===== config.mk =====
export PLATFORM = sky130hd
export DESIGN_NAME = sh4_fpu_rsh_arb
export DESIGN_NICKNAME = d
export VERILOG_FILES = /design/src/rtl/sh4_fpu_rsh_arb.sv
export SDC_FILE = /design/constraint.sdc
export NUM_CORES = 1
export LEC_CHECK = 0
export CORE_MARGIN = 4
export CORE_UTILIZATION = 52
export CTS_BUF_LIST = sky130_fd_sc_hd__clkbuf_16
export CTS_CLUSTER_DIAMETER = 40
export DETAILED_ROUTE_END_ITERATION = 12
export PLACE_DENSITY_LB_ADDON = 0.1
export RECOVER_POWER = 25
export SLEW_MARGIN = 20
export SYNTH_ARGS = -nofsm -noshare
export SYNTH_HDL_FRONTEND = slang
export SYNTH_SLANG_ARGS = --single-unit
export TNS_END_PERCENT = 30

===== constraint.sdc =====
create_clock -name clk -period 7.9 [get_ports clk]
set_clock_uncertainty 0.2 [all_clocks]
set_input_delay 1.975 -clock clk [delete_from_list [all_inputs] [get_ports clk]]
set_output_delay 1.975 -clock clk [all_outputs]
set_load 0.03 [all_outputs]

===== src/rtl/sh4_fpu_rsh_arb.sv =====
// Round-robin arbiter sharing one sticky-collecting right shifter between the
// FADD/FSUB alignment path (A) and the FTRC/FCNV conversion path (B).
module sh4_fpu_rsh_arb #(
  parameter int WIDTH  = 64,
  parameter int SWIDTH = 7,
  parameter int TAGW   = 3
) (
  input  logic              clk,
  input  logic              rst_n,
  input  logic              flush,
  input  logic              a_valid,
  output logic              a_ready,
  input  logic [WIDTH-1:0]  a_data,
  input  logic [SWIDTH-1:0] a_shamt,
  input  logic [TAGW-1:0]   a_tag,
  input  logic              b_valid,
  output logic              b_ready,
  input  logic [WIDTH-1:0]  b_data,
  input  logic [SWIDTH-1:0] b_shamt,
  input  logic [TAGW-1:0]   b_tag,
  output logic              rsp_valid,
  input  logic              rsp_ready,
  output logic [WIDTH-1:0]  rsp_data,
  output logic              rsp_src,
  output logic [TAGW-1:0]   rsp_tag
);

  logic              r_last_grant;  // 1 = B was granted last
  logic              r_s1_valid;
  logic [WIDTH-1:0]  r_s1_data;
  logic [SWIDTH-1:0] r_s1_shamt;
  logic [TAGW-1:0]   r_s1_tag;
  logic              r_s1_src;
  logic              r_s2_valid;
  logic [WIDTH-1:0]  r_s2_data;
  logic              r_s2_src;
  logic [TAGW-1:0]   r_s2_tag;

  logic              w_adv2;
  logic              w_adv1;
  logic              w_open;
  logic              w_grant_b;
  logic              w_accept;
  logic [WIDTH-1:0]  w_shr;
  logic [WIDTH-1:0]  w_lost_mask;
  logic              w_sticky;
  logic [WIDTH-1:0]  w_result;

  assign w_adv2    = !r_s2_valid | rsp_ready;
  assign w_adv1    = !r_s1_valid | w_adv2;
  assign w_open    = w_adv1 & ~flush & rst_n;
  assign w_grant_b = b_valid & (~a_valid | ~r_last_grant);
  assign a_ready   = w_open & ~w_grant_b;
  assign b_ready   = w_open & w_grant_b;
  assign w_accept  = (a_valid & a_ready) | (b_valid & b_ready);

  // Bits below shamt are lost; data[shamt] lands in bit 0 of w_shr, so the
  // sticky covers data[shamt:0]. Shifts of WIDTH or more fold everything in.
  assign w_shr       = r_s1_data >> r_s1_shamt;
  assign w_lost_mask = ~({WIDTH{1'b1}} << r_s1_shamt);
  assign w_sticky    = (|(r_s1_data & w_lost_mask)) | w_shr[0];
  assign w_result    = {w_shr[WIDTH-1:1], w_sticky};

  always_ff @(posedge clk) begin
    if (!rst_n) begin
      r_last_grant <= 1'b1;
    end else if (w_accept) begin
      r_last_grant <= w_grant_b;
    end
  end

  always_ff @(posedge clk) begin
    if (!rst_n || flush) begin
      r_s1_valid <= 1'b0;
    end else if (w_adv1) begin
      r_s1_valid <= w_accept;
    end
    if (w_accept) begin
      r_s1_data  <= w_grant_b ? b_data  : a_data;
      r_s1_shamt <= w_grant_b ? b_shamt : a_shamt;
      r_s1_tag   <= w_grant_b ? b_tag   : a_tag;
      r_s1_src   <= w_grant_b;
    end
  end

  always_ff @(posedge clk) begin
    if (!rst_n) begin
      r_s2_valid <= 1'b0;
      r_s2_data  <= '0;
      r_s2_src   <= 1'b0;
      r_s2_tag   <= '0;
    end else if (flush) begin
      r_s2_valid <= 1'b0;
    end else if (w_adv2) begin
      r_s2_valid <= r_s1_valid;
      if (r_s1_valid) begin
        r_s2_data <= w_result;
        r_s2_src  <= r_s1_src;
        r_s2_tag  <= r_s1_tag;
      end
    end
  end

  assign rsp_valid = r_s2_valid;
  assign rsp_data  = r_s2_data;
  assign rsp_src   = r_s2_src;
  assign rsp_tag   = r_s2_tag;

endmodule

== Yosys cells after proc, flatten, opt, wreduce, memory -nomap -nowiden ==
Index checks and enable logic that the tools add are counted.

* Register bits: 146
* Output and inout port bits: 71

* Bitwise gates (word level): 19
* Shift operators: 2
* Reductions and logical operators: 7
* Multiplexer cells: 3

{| class="wikitable"
|+ Operators with widths
! cell !! count
|-
| $and 64x64->64 || 1
|-
| $mux 64 || 1
|-
| $not 64->64 || 1
|-
| $reduce_or 64->1 || 1
|-
| $shl 64x7->64 const A || 1
|-
| $shr 64x7->64 || 1
|-
| $and 1x1->1 || 7
|-
| $mux 7 || 1
|-
| $not 1->1 || 5
|-
| $or 1x1->1 || 5
|-
| $logic_not 1->1 || 3
|-
| $mux 3 || 1
|-
| $reduce_and 3->1 || 1
|-
| $reduce_or 2->1 || 1
|-
| $logic_or 1x1->1 || 1
|}

== Logic depth before layout (Yosys ltp) ==
* Depth in word-level cells: 8
* Depth in mapped cells: 11
* Depth with buffers taken out: 7

== Least setup slack after synthesis ==
No wires, ideal clock.

* Path kind: input port to flip-flop
* Start: input rst_n
* End: register r_s1_data[0] (enable)
* Required time: 7.190 ns
* Cell stages on the path: 4
* Library setup time: 0.510 ns
* Setup slack: 1.567 ns
* Data arrival time: 5.623 ns
* Path through: clkbuf_1 nand2b_1 nand2b_1 nor2_1

* Longest elaborated chain between the ends: 4
* Elaborated cells between the ends (all ways): 6
* Classes of those cells: 6 x bitwise

{| class="wikitable"
|+ RTL lines
! element !! RTL line !! RTL
|-
| start: declaration || 9 || <nowiki>input logic rst_n,</nowiki>
|-
| $and 1x1->1 * || 51 || <nowiki>assign w_open = w_adv1 & ~flush & rst_n;</nowiki>
|-
| $and 1x1->1 (on tied branches) || 53, 54 ||
|-
| $and 1x1->1 || 55 || <nowiki>assign w_accept = (a_valid & a_ready) | (b_valid & b_ready);</nowiki>
|-
| $or 1x1->1 * || 55 ||
|-
| named net w_accept || 43 || <nowiki>logic w_accept;</nowiki>
|-
| end signal: assignment || 79 || <nowiki>r_s1_data <= w_grant_b ? b_data : a_data;</nowiki>
|-
| end: declaration || 30 || <nowiki>logic [WIDTH-1:0] r_s1_data;</nowiki>
|}

Mark *: on every way through the listed nets, which the timed path passes. The rest lies on a longest branch.
A chain may end at the register's enable or synchronous reset.

== Final worst setup path ==
* Start: input rsp_ready
* End: output b_ready

* Longest elaborated chain between the ends: 5

{| class="wikitable"
|+ RTL lines
! element !! RTL line !! RTL
|-
| start: declaration || 22 || <nowiki>input logic rsp_ready,</nowiki>
|-
| $or 1x1->1 || 49 || <nowiki>assign w_adv2 = !r_s2_valid | rsp_ready;</nowiki>
|-
| $or 1x1->1 || 50 || <nowiki>assign w_adv1 = !r_s1_valid | w_adv2;</nowiki>
|-
| $and 1x1->1 (2 in series) || 51 ||
|-
| $and 1x1->1 || 54 || <nowiki>assign b_ready = w_open & w_grant_b;</nowiki>
|-
| end: declaration || 17 || <nowiki>output logic b_ready,</nowiki>
|}

Every way passes these cells.

==> impl_summary.txt <==
----------------------------------------------------
[STA]
  Max-Slew Margin vs Limit ... -1.46
  Setup repair after global routing missed its margin ... no
  Setup violation total in the final timing report ... 0
  Setup tns final ... 0 ns
  Final Hold Violating Endpoints ... 0
  Maximum operating frequency ... ~170 MHz
  Final critical-path required period ... just under 6 ns
  Tightest Pin Transition ... approximately 3.7 ns
  Share of the clock period used by the worst path after layout ... 0.747
  Number of max-slew violations in the final report ... approximately 120

[Hold path]
  Min-delay worst type ... reg -> reg
  HP Start ... rsp_data[46]$_SDFFE_PN0P_

[Synthesis]
  Cell types occupying the most area after synthesis ... sky130_fd_sc_hd__edfxtp_1, sky130_fd_sc_hd__dfxtp_1, sky130_fd_sc_hd__mux2_2
  Gate count of the mapped netlist ... just over 1,000
  Synth cell types ... 68
  Synth Cell Area ... just over 10,000 um2
  Warnings from Yosys ... 0
  Top cell type by total area after synthesis ... sky130_fd_sc_hd__edfxtp_1
  Yosys reg bits ... 146
  Share of flip-flops with an asynchronous set or reset after synthesis ... 0
  Share of the synthesized area in the top cell type ... 0.221
  Sequential-to-total area share from yosys stat ... 0.360
  Count of flip-flops with a built-in enable after synthesis ... 75
  Syn nets ... ~1,200
  Most used flip-flop cell after synthesis ... sky130_fd_sc_hd__edfxtp_1
  Post-Synthesis Mean Instance Area ... 9.88 um2

[Clock tree]
  Clock latency of the later-clocked register in the worst-skew pair ... approximately 0.44 ns
  Clock sink count ... between 100 and 150
  TritonCTS clock tree ... done
  Clock transition at the registers of the reported paths ... about 0.060 ns
  Max Buffers Root-to-Sink ... 2
  Quantity of gates resized following cts ... 0
  TritonCTS buffer count ... 17
  Count of hold buffers inserted by post-cts repair ... 0
  Maximum level of the CTS H-tree ... 4
  Buffer type at the clock tree root ... sky130_fd_sc_hd__clkbuf_16
  Number of setup buffers added after CTS ... 0

[Cells and area]
  Non-filler instance count after layout ... approximately 1,500
  Net count of the finished layout ... around 1,400
  Filler cells ... roughly 1,600
  Post-route cell area ... ~13,000 um2
  Sequential cell area in the final layout ... roughly 3700 um2
  Multi-input gate area in the final layout ... 6130 um2
  Layout cells sized above 1 ... 0.184
  Layout-stage area growth over the synthesis result ... 28.3%
  Antenna cell count ... 0

[Die]
  Horizontal extent of the die ... around 150 um
  Initial core utilization ... 0.536
  Top-Level Pins ... approximately 230
  Row count ... 50
  DIE AREA ... approximately 22,000 um2
  CORE AREA ... about 19,000 um2
  Die boundary height ... around 150 um

[Routing]
  Pre-antenna DRT Iters ... 6
  Overall via count from detail_route ... ~9,500
  Residual DRC count ... 0
  Routed WL ... 32,800 um
  Remaining antenna violation count ... 0
  WL per Instance ... 22.2 um
  Count of routing violations after the opening detailed-route iteration ... about 1,100
  Vias/cell ... 6.44

[Global routing]
  Global routing usage on met1 ... 0.396
  Global-route wire length before repair ... about 50,000 um
  Number of global-route vias before repair ... ~9,000
  Maximum number of pins on one net before global-route repair ... 79
  Overall Global Routing Usage ... 0.293
  Met2 layer usage reported by global route ... 0.459
  Layer carrying the most global-route usage ... met2
  GR Util met3 ... 0.0687
  Total grt overflow ... 0
  Initial antenna violation count ... 0

[Setup path]
  Standard cell with the maximum stage delay on the critical path ... sky130_fd_sc_hd__clkdlybuf4s50_1
  Launching element type of the critical path ... primary input
  Category of cells accounting for the largest share of critical-path delay ... buffers and inverters
  Launching element of the worst setup path ... rsp_ready
  Startpoint of the lowest-slack register-to-register path ... r_s1_shamt[1]$_DFFE_PP_
  Crit path required time ... around 5.7 ns
  Kind of end point of the critical path ... primary output
  Crit path kind ... in -> out
  Cell with the most instances on the worst path ... sky130_fd_sc_hd__nor2b_1
  Buffers and inverters on the worst path ... 2
  Cell-by-cell listing of the critical path ... dlygate4sd3_1 -> nor2b_1 -> nand2_1 -> nand2b_1 -> nor2b_1 -> clkdlybuf4s50_1
  Worst path max stage delay ... approximately 0.60 ns
  Largest fanout of any net on the critical path ... 4
  Arrival time at the worst endpoint ... approximately 3.7 ns

[Power]
  Seq pwr share ... 0.417
  Clock network fraction of total power ... 0.372
  Internal Dissipation ... 1.46 mW
  Net switching component of the power ... between 0.6 and 0.7 mW
  Combinational power share ... 0.211
  Pwr/cell area ... 158 nW/um2
  Worst voltage drop across the vdd grid ... ~0.00016 V
  Leak pwr ... ~4.8 nW
  Switching Fraction ... 0.296

[Place]
  Detailed placer's ending HPWL ... between 20,000 and 25,000 um
  Buffers on Ports ... about 220
  Final GP Congestion ... around 0.99
  Number of instances in the placed design ... 1,444
  Post-DP Area ... approximately 13,000 um2

[Job]
  # Max-Cap Violations ... 2

[Status]
  Violations in the final reports ... max-capacitance violations, max-slew violations
  Run status ... finished, violations left

----------------------------------------------------
flip-flops by register name (all words and copies together), names as in the netlist:
| name | count |
|---|---|
| rsp_tag | 3 |
| r_s1_valid | 1 |
| r_s1_src | 1 |
| rsp_src | 1 |
| r_s1_data | 64 |
| rsp_valid | 1 |
| rsp_data | 64 |
| r_s1_tag | 3 |
| r_s1_shamt | 7 |
| r_last_grant | 1 |
tightest hold or removal path: stages, from the launching register on:
cell,delay (ns)
sky130_fd_sc_hd__dfxtp_1,0.32
sky130_fd_sc_hd__nand2_1,0.04
sky130_fd_sc_hd__o21ai_0,0.05
final timing paths:
kind              slack (ns)                        end  cells past startpoint
hold / removal          0.25  rsp_data[46]$_SDFFE_PN0P_                      2
hold reg to reg         0.25  rsp_data[46]$_SDFFE_PN0P_                      2
setup / recovery        2.00                    b_ready                      6
setup reg to reg        3.69   rsp_data[0]$_SDFFE_PN0P_                      7
layout make-up:
cell class	instances	share of cell area
clock buffer	17	0.0325
clock inverter	15	0.00918
inverter	12	0.00344
multi-input combinational	785	0.469
sequential	146	0.281
tap	260	0.0249
timing repair buffer	241	0.181
placed cells by master (no fill, tap or decap), types with 6 or more instances in the layout:
cell,n
sky130_fd_sc_hd__nand2_1,129
sky130_fd_sc_hd__dfxtp_1,71
sky130_fd_sc_hd__a22oi_1,17
sky130_fd_sc_hd__clkdlybuf4s50_1,163
sky130_fd_sc_hd__buf_4,15
sky130_fd_sc_hd__nor2b_1,14
sky130_fd_sc_hd__mux2_2,113
sky130_fd_sc_hd__o21ai_0,76
sky130_fd_sc_hd__mux4_2,48
sky130_fd_sc_hd__nor2_1,73
sky130_fd_sc_hd__a31oi_1,11
sky130_fd_sc_hd__mux2i_1,75
sky130_fd_sc_hd__dlygate4sd3_1,61
sky130_fd_sc_hd__a21oi_1,41
sky130_fd_sc_hd__nand3_1,14
sky130_fd_sc_hd__o22ai_1,18
sky130_fd_sc_hd__inv_1,7
sky130_fd_sc_hd__nor3_1,9
sky130_fd_sc_hd__clkbuf_16,17
sky130_fd_sc_hd__a22o_1,19
sky130_fd_sc_hd__a21boi_0,7
sky130_fd_sc_hd__o211ai_1,14
sky130_fd_sc_hd__edfxtp_1,75
sky130_fd_sc_hd__a211oi_1,6
sky130_fd_sc_hd__and2_1,9
Yosys cell counts, drive strengths merged (17+ instances only):
cell / instances
a21oi: 41
a22o: 19
a22oi: 17
buf: 31
clkbuf: 58
dfxtp: 71
edfxtp: 75
mux2: 113
mux2i: 75
mux4: 48
nand2: 129
nor2: 76
o21ai: 78
o22ai: 18
power by group through the flow:
stage	sequential, mW	combinational, mW	clock (mW)
after floorplan	0.871	0.260	0
after global placement	0.877	0.423	0
after detailed placement	0.878	0.427	0
after CTS	0.861	0.430	0.776
after global routing	0.865	0.467	0.813
final	0.863	0.438	0.770
metrics by stage:
step | hold WS [ns] | setup WS, ns | power [mW] | util
floorplan | 0.264 | 1.57 | 1.13 | -
global placement | 0.240 | 2.07 | 1.30 | 0.659
detailed placement | 0.241 | 2.03 | 1.30 | 0.659
CTS | 0.256 | 2.02 | 2.07 | 0.688
global route | 0.276 | 1.68 | 2.14 | 0.688
finish | 0.247 | 2.00 | 2.07 | 0.688
kinds of logic after synthesis:
kind of cell             Yosys count  share of synthesized area
AO/OA/AOI/OAI                    258                      0.165
adder cells (fa/ha/maj)            4                    0.00393
buffers and inverters            101                     0.0404
flip-flops                       146                      0.360
multiplexers                     236                      0.305
AND/OR/NAND/NOR                  287                      0.125
routing by layer:
metal	routed length (um)	vias up
met2	14800	664
met5	0	-
met3	3590	133
met4	1460	0
met1	12900	4454
li1	-	4261
Note: power is estimated with default switching activity, not from simulation.
